===== config.mk =====
export PLATFORM = sky130hd
export DESIGN_NAME = alu_sequencer
export DESIGN_NICKNAME = d
export VERILOG_FILES = /design/src/rtl/alu_ops.sv /design/src/rtl/alu_flag_mask.sv /design/src/rtl/alu_sequencer.sv
export SDC_FILE = /design/constraint.sdc
export NUM_CORES = 1
export LEC_CHECK = 0
export ABC_AREA = 1
export CORE_MARGIN = 3
export CORE_UTILIZATION = 46
export CTS_BUF_LIST = sky130_fd_sc_hd__clkbuf_16
export CTS_CLUSTER_SIZE = 20
export DETAILED_ROUTE_END_ITERATION = 12
export PLACE_DENSITY = 0.8
export SETUP_SLACK_MARGIN = 0.4
export SLEW_MARGIN = 15
export SYNTH_ARGS = -nofsm -noshare
export SYNTH_HDL_FRONTEND = slang
export SYNTH_HIERARCHICAL = 1
export SYNTH_SLANG_ARGS = --single-unit

===== constraint.sdc =====
create_clock -name clock -period 1.94 [get_ports clock]
set_input_delay 0.291 -clock clock [delete_from_list [all_inputs] [get_ports clock]]
set_output_delay 0.291 -clock clock [all_outputs]
set_load 0.01 [all_outputs]

===== src/rtl/alu_ops.sv =====
// Shared opcode encoding, flag write-enable masks and sequencer state type
// used by the alu_core sequencer and its decoder.
package alu_ops;

    localparam logic [4:0] ALU_NOP  = 5'h00;
    localparam logic [4:0] ALU_INC  = 5'h01;
    localparam logic [4:0] ALU_DEC  = 5'h02;
    localparam logic [4:0] ALU_ADD  = 5'h03;
    localparam logic [4:0] ALU_ADDC = 5'h04;
    localparam logic [4:0] ALU_SUBB = 5'h05;
    localparam logic [4:0] ALU_MUL  = 5'h06;
    localparam logic [4:0] ALU_DIV  = 5'h07;
    localparam logic [4:0] ALU_RR   = 5'h08;
    localparam logic [4:0] ALU_RRC  = 5'h09;
    localparam logic [4:0] ALU_RL   = 5'h0A;
    localparam logic [4:0] ALU_RLC  = 5'h0B;
    localparam logic [4:0] ALU_CPL  = 5'h0C;
    localparam logic [4:0] ALU_DA   = 5'h0D;
    localparam logic [4:0] ALU_SWAP = 5'h0E;
    localparam logic [4:0] ALU_ORL  = 5'h0F;
    localparam logic [4:0] ALU_XRL  = 5'h10;
    localparam logic [4:0] ALU_ANL  = 5'h11;

    localparam logic [2:0] FWE_CY = 3'b100;
    localparam logic [2:0] FWE_AC = 3'b010;
    localparam logic [2:0] FWE_OV = 3'b001;

    typedef enum logic [1:0] {
        ST_IDLE,
        ST_SETUP,
        ST_EXEC,
        ST_RESP
    } state_t;

endpackage


===== src/rtl/alu_flag_mask.sv =====
// Opcode decoder: legality, long-latency select and PSW flag write enables.
module alu_flag_mask
    import alu_ops::*;
(
    input  logic [4:0] op,
    input  logic       bit_op,
    output logic       long_lat,
    output logic [2:0] flag_we,
    output logic       legal
);

    always_comb begin
        // NOTE: every output gets a default before the case so no path leaves
        // one unassigned, which would otherwise infer a latch.
        long_lat = 1'b0;
        flag_we  = 3'b000;
        legal    = (op != ALU_NOP) && (op <= ALU_ANL);
        case (op)
            ALU_ADD, ALU_ADDC, ALU_SUBB: flag_we = FWE_CY | FWE_AC | FWE_OV;
            ALU_MUL, ALU_DIV: begin
                long_lat = 1'b1;
                flag_we  = FWE_CY | FWE_OV;
            end
            ALU_RRC, ALU_RLC, ALU_DA:    flag_we = FWE_CY;
            ALU_ORL, ALU_ANL:            flag_we = bit_op ? FWE_CY : 3'b000;
            default:                     flag_we = 3'b000;
        endcase
    end

endmodule


===== src/rtl/alu_sequencer.sv =====
// Sequences alu_core: accepts one request, inserts a NOP setup cycle, holds the
// opcode for a latency-dependent number of cycles, then returns the result.
module alu_sequencer
    import alu_ops::*;
#(
    parameter int LAT_SIMPLE = 1,
    parameter int LAT_MULDIV = 4
) (
    input  logic       clock,
    input  logic       reset,
    input  logic       req_valid,
    output logic       req_ready,
    input  logic [4:0] req_op,
    input  logic [7:0] req_a,
    input  logic [7:0] req_b,
    input  logic       req_bit,
    input  logic       req_bit_op,
    input  logic       psw_cy,
    input  logic       psw_ac,
    output logic [4:0] alu_opcode,
    output logic [7:0] alu_in_1,
    output logic [7:0] alu_in_2,
    output logic       alu_carry_in,
    output logic       alu_aux_carry_in,
    output logic       alu_bit_in,
    input  logic [7:0] alu_out_1,
    input  logic [7:0] alu_out_2,
    input  logic       alu_carry_out,
    input  logic       alu_aux_carry_out,
    input  logic       alu_overflow_out,
    output logic       rsp_valid,
    input  logic       rsp_ready,
    output logic [7:0] rsp_lo,
    output logic [7:0] rsp_hi,
    output logic       rsp_cy,
    output logic       rsp_ac,
    output logic       rsp_ov,
    output logic [2:0] rsp_flag_we,
    output logic       rsp_err,
    output logic       busy
);

    localparam logic [3:0] LAT_S = 4'(LAT_SIMPLE);
    localparam logic [3:0] LAT_M = 4'(LAT_MULDIV);

    state_t     state;
    logic [3:0] cnt;
    logic [4:0] op_q;
    logic [2:0] we_q;
    logic       long_q;

    logic       dec_long;
    logic [2:0] dec_we;
    logic       dec_legal;

    alu_flag_mask u_mask (
        .op       (req_op),
        .bit_op   (req_bit_op),
        .long_lat (dec_long),
        .flag_we  (dec_we),
        .legal    (dec_legal)
    );

    assign req_ready = (state == ST_IDLE);
    assign busy      = (state != ST_IDLE);

    // NOTE: all state and registered outputs use non-blocking assignments so
    // every read in this block sees the value from before the clock edge.
    always_ff @(posedge clock) begin
        if (reset) begin
            state            <= ST_IDLE;
            cnt              <= 4'd0;
            op_q             <= ALU_NOP;
            we_q             <= 3'b000;
            long_q           <= 1'b0;
            alu_opcode       <= ALU_NOP;
            alu_in_1         <= 8'h00;
            alu_in_2         <= 8'h00;
            alu_carry_in     <= 1'b0;
            alu_aux_carry_in <= 1'b0;
            alu_bit_in       <= 1'b0;
            rsp_valid        <= 1'b0;
            rsp_lo           <= 8'h00;
            rsp_hi           <= 8'h00;
            rsp_cy           <= 1'b0;
            rsp_ac           <= 1'b0;
            rsp_ov           <= 1'b0;
            rsp_flag_we      <= 3'b000;
            rsp_err          <= 1'b0;
        end else begin
            case (state)
                ST_IDLE: begin
                    if (req_valid) begin
                        op_q   <= req_op;
                        we_q   <= dec_we;
                        long_q <= dec_long;
                        if (dec_legal) begin
                            // Operands go out now so they are settled while the opcode is still NOP.
                            alu_in_1         <= req_a;
                            alu_in_2         <= req_b;
                            alu_carry_in     <= psw_cy;
                            alu_aux_carry_in <= psw_ac;
                            alu_bit_in       <= req_bit;
                            state            <= ST_SETUP;
                        end else begin
                            rsp_valid   <= 1'b1;
                            rsp_err     <= 1'b1;
                            rsp_lo      <= req_a;
                            rsp_hi      <= 8'h00;
                            rsp_cy      <= 1'b0;
                            rsp_ac      <= 1'b0;
                            rsp_ov      <= 1'b0;
                            rsp_flag_we <= 3'b000;
                            state       <= ST_RESP;
                        end
                    end
                end
                ST_SETUP: begin
                    cnt        <= long_q ? LAT_M : LAT_S;
                    alu_opcode <= op_q;
                    state      <= ST_EXEC;
                end
                ST_EXEC: begin
                    if (cnt == 4'd1) begin
                        rsp_lo      <= alu_out_1;
                        rsp_hi      <= alu_out_2;
                        rsp_cy      <= alu_carry_out & we_q[2];
                        rsp_ac      <= alu_aux_carry_out & we_q[1];
                        rsp_ov      <= alu_overflow_out & we_q[0];
                        rsp_flag_we <= we_q;
                        rsp_err     <= 1'b0;
                        rsp_valid   <= 1'b1;
                        alu_opcode  <= ALU_NOP;
                        state       <= ST_RESP;
                    end else begin
                        cnt <= cnt - 4'd1;
                    end
                end
                ST_RESP: begin
                    if (rsp_ready) begin
                        rsp_valid <= 1'b0;
                        state     <= ST_IDLE;
                    end
                end
                default: state <= ST_IDLE;
            endcase
        end
    end

endmodule


==> qor.csv <==
stage;metric;value;unit
run;Max-cap violations;0;
setup_path;Setup crit start kind;flop;
timing;crit share post-route;0.780;
routing;DR WL/cell;13.8;um
routing;DR vias/cell;5.10;
finish;Register Area;0.00127;mm2
setup_path;Crit path max-delay family;buffers and inverters;
timing;FMAX;661;MHz
timing;Slew headroom;0.722;
setup_path;worst reg2reg setup slack;0.50;ns
logic_synthesis;largest area contributor in the netlist;dfxtp_1;
timing;Final Max Slew Viols;0;
setup_path;worst-path cell chain;clkdlybuf4s50_1;
logic_synthesis;synth unique cells;26;
global_routing;global-route wire length before repair;12.5;mm
setup_path;worst reg-to-reg path cell count;9;
floorplan;row count;28;
floorplan;Die Area;0.00747;mm2
logic_synthesis;Syn Area/Cell;7.07;um2
place;DP Area;0.00399;mm2
routing;DRT Wirelength;8.45;mm
global_routing;Tot GR Track Use;0.208;
finish;fin area;0.00451;mm2
floorplan;core area;0.00610;mm2
setup_path;slowest stage delay, CP;0.55;ns
logic_synthesis;Ys Warns;6;
timing;Final Hold Fails;0;
clocking;CTS tree;yes;
finish;most frequent cells in the layout;nand2_1 (120), clkdlybuf4s50_1 (87), dfxtp_1 (61), nor2_1 (45), a21oi_1 (41);
routing;# DRC;0;
finish;Finished Core Util;0.739;
floorplan;Die Wd;86.4;um
floorplan;I/O pin cnt;98;
hold_path;worst hold path type;input port to flop;
hold_path;hold depth;3;
finish;fin nets;589;
clocking;Reg clk slew, reported paths;0.05;ns
finish;Fillers;473;
routing;DR pass1 iterations;4;
setup_path;Critical R2R Launch;state[0];
timing;Worst-Margin Slew;0.417;ns
place;dpl ws;0.00131;ns
timing;fin worst setup slack;0.427;ns
routing;antenna viol nets, final;0;
setup_path;launch point of the critical path;alu_in_1[6];
global_routing;initial antenna violation count;0;
outcome;status;finished clean;
power;VDD IR-drop max;0.985;mV
clocking;worst-skew pair later-pin latency;0.33;ns
place;RePlAce Congestion;0.839;
setup_path;Worst Path Buf+Inv;1;
routing;number of DRC markers in iteration 0;168;
clocking;Longest Clk Path Bufs;2;
clocking;Num CTS Buffers;9;
floorplan;initial core utilization;0.488;
setup_path;Worst EP required;1.65;ns
global_routing;gr ovfl total;0;
hold_path;Worst Hold Launch;req_op[4];
timing;Clock Skew;0.00546;ns
logic_synthesis;Synth Register Bits;63;
logic_synthesis;synth top area cells;dfxtp_1 (42%), nand2_1 (15%), a21oi_1 (7.4%);
setup_path;reg2reg end;rsp_hi[0];
routing;via count;3121;
logic_synthesis;register area share after synthesis;0.424;
timing;Fin Setup TNS;0;ns
global_routing;largest net degree at the start of global routing;34;
logic_synthesis;syn nets;476;
power;leakage power;1.94;nW
finish;post-synthesis to final-layout area growth;51.4;%
setup_path;critical path arrival;1.22;ns
timing;fin crit period;1.51;ns
global_routing;number of global-route vias before repair;2815;
setup_path;CP max FO;2;
place;I/O Buffers;97;
floorplan;Die H;86.4;um
setup_path;critical path class;flop to output port;
logic_synthesis;Synth Cell Area;0.00298;mm2
clocking;Clock Root Buffer;clkbuf_16;
power;pwr dens;1380;mW/mm2
finish;fraction of layout cells with a size suffix above 1;0.147;
timing;hold slack final;0.365;ns
hold_path;Hold Path End;op_q[4];
setup_path;Slowest cell on crit path;clkdlybuf4s50_1;
finish;ANT cells;0;
logic_synthesis;top-area cell type share of the netlist area;0.424;
timing;RSZ-0062 raised after global routing;no;
clocking;# clock sinks;63;
place;DP HPWL;5.50;mm
finish;commonest non-fill, non-tap cell in the layout;nand2_1;
setup_path;Crit. End Element;output port;
logic_synthesis;cells after synthesis;421;
timing;Final setup viols;0;
finish;footprint of the multi-input gates;0.00152;mm2
clocking;H-tree Lvls;3;
## logic make-up after synthesis
| family | synth area share |
|---|---|
| adders and majority gates | 0.0294 |
| DFF | 0.424 |
| AOI/OAI and AO/OA | 0.103 |
| buffers and inverters | 0.100 |
| and+or+nand+nor | 0.341 |
| xor gates and xnor gates | 0.00294 |
## worst register-to-register path, stage by stage (launching register included)
cell	delay, ns
dfxtp_4	0.37
inv_4	0.06
ha_4	0.18
inv_2	0.09
nand2_2	0.09
nand2_8	0.14
buf_6	0.14
nand4_1	0.10
nand2_1	0.10
nor2_1	0.04
## layout make-up
class / instances / area share
Timing Repair Buffer: 125 / 0.274
Sequential cell: 63 / 0.282
Clock inverter: 5 / 0.00639
Multi-Input combinational cell: 301 / 0.338
Tap cell: 75 / 0.0208
Clock buffer: 9 / 0.0500
Inverter: 34 / 0.0289
## state kept, by name (all words and copies together) (netlist names), 2 cells and up
register	cells
alu_in_2	8
op_q	5
we_q	3
state	2
alu_opcode	5
rsp_lo	8
alu_in_1	8
rsp_flag_we	3
cnt	4
rsp_hi	8
## per-stage QoR
| stage | power [mW] | cells |
|---|---|---|
| 4_1_cts | 5.85 | 605 |
| 5_1_grt | 6.62 | 612 |
| 2_1_floorplan | 3.52 | 421 |
| 6_report | 6.23 | 612 |
| 3_5_place_dp | 4.34 | 584 |
| 3_3_place_gp | 4.28 | 584 |
## routing by layer
metal | GRT usage | routed length, um
met1 | 0.246 | 3490
met4 | 0.0623 | 92
met3 | 0.0770 | 656
met5 | 0 | 0
met2 | 0.353 | 4210
## worst max-delay path by stage
stage | slack (ns) | cells after the start | end
3_5_place_dp | 0.001 | 12 | rsp_hi[2]
4_1_cts | 0.36 | 4 | busy
3_3_place_gp | 0.02 | 11 | rsp_lo[6]
2_1_floorplan | 0.51 | 9 | rsp_err
6_report | 0.43 | 1 | alu_in_1[6]
5_1_grt | 0.40 | 4 | busy
## power breakdown
group,leakage [nW],switching (mW),internal (mW),total [mW]
Clock,0.124,0.547,0.838,1.39
Sequential,0.516,0.188,1.62,1.80
Combinational,1.30,1.67,1.37,3.04
## repair_timing
item | CTS | global route
hold endpoints to repair | 0 | 0
gates cloned | 1 | 3
buffers inserted | 6 | 4
pin swaps | 2 | 11
resized for setup | 11 | 32
setup endpoints to repair | 52 | 63
hold buffers | 0 | 0
## cell usage after synthesis (all sizes together)
cell and instances:
nand2 130, dfxtp 63, nor2 47, a21oi 45, inv 34, nand3 28
nand4 23, buf 20, o21ai 14, ha 7, clkbuf 6, nor3 1
o21bai 1, or2 1, xnor2 1
No activity file was read; power rests on OpenSTA's default activity.
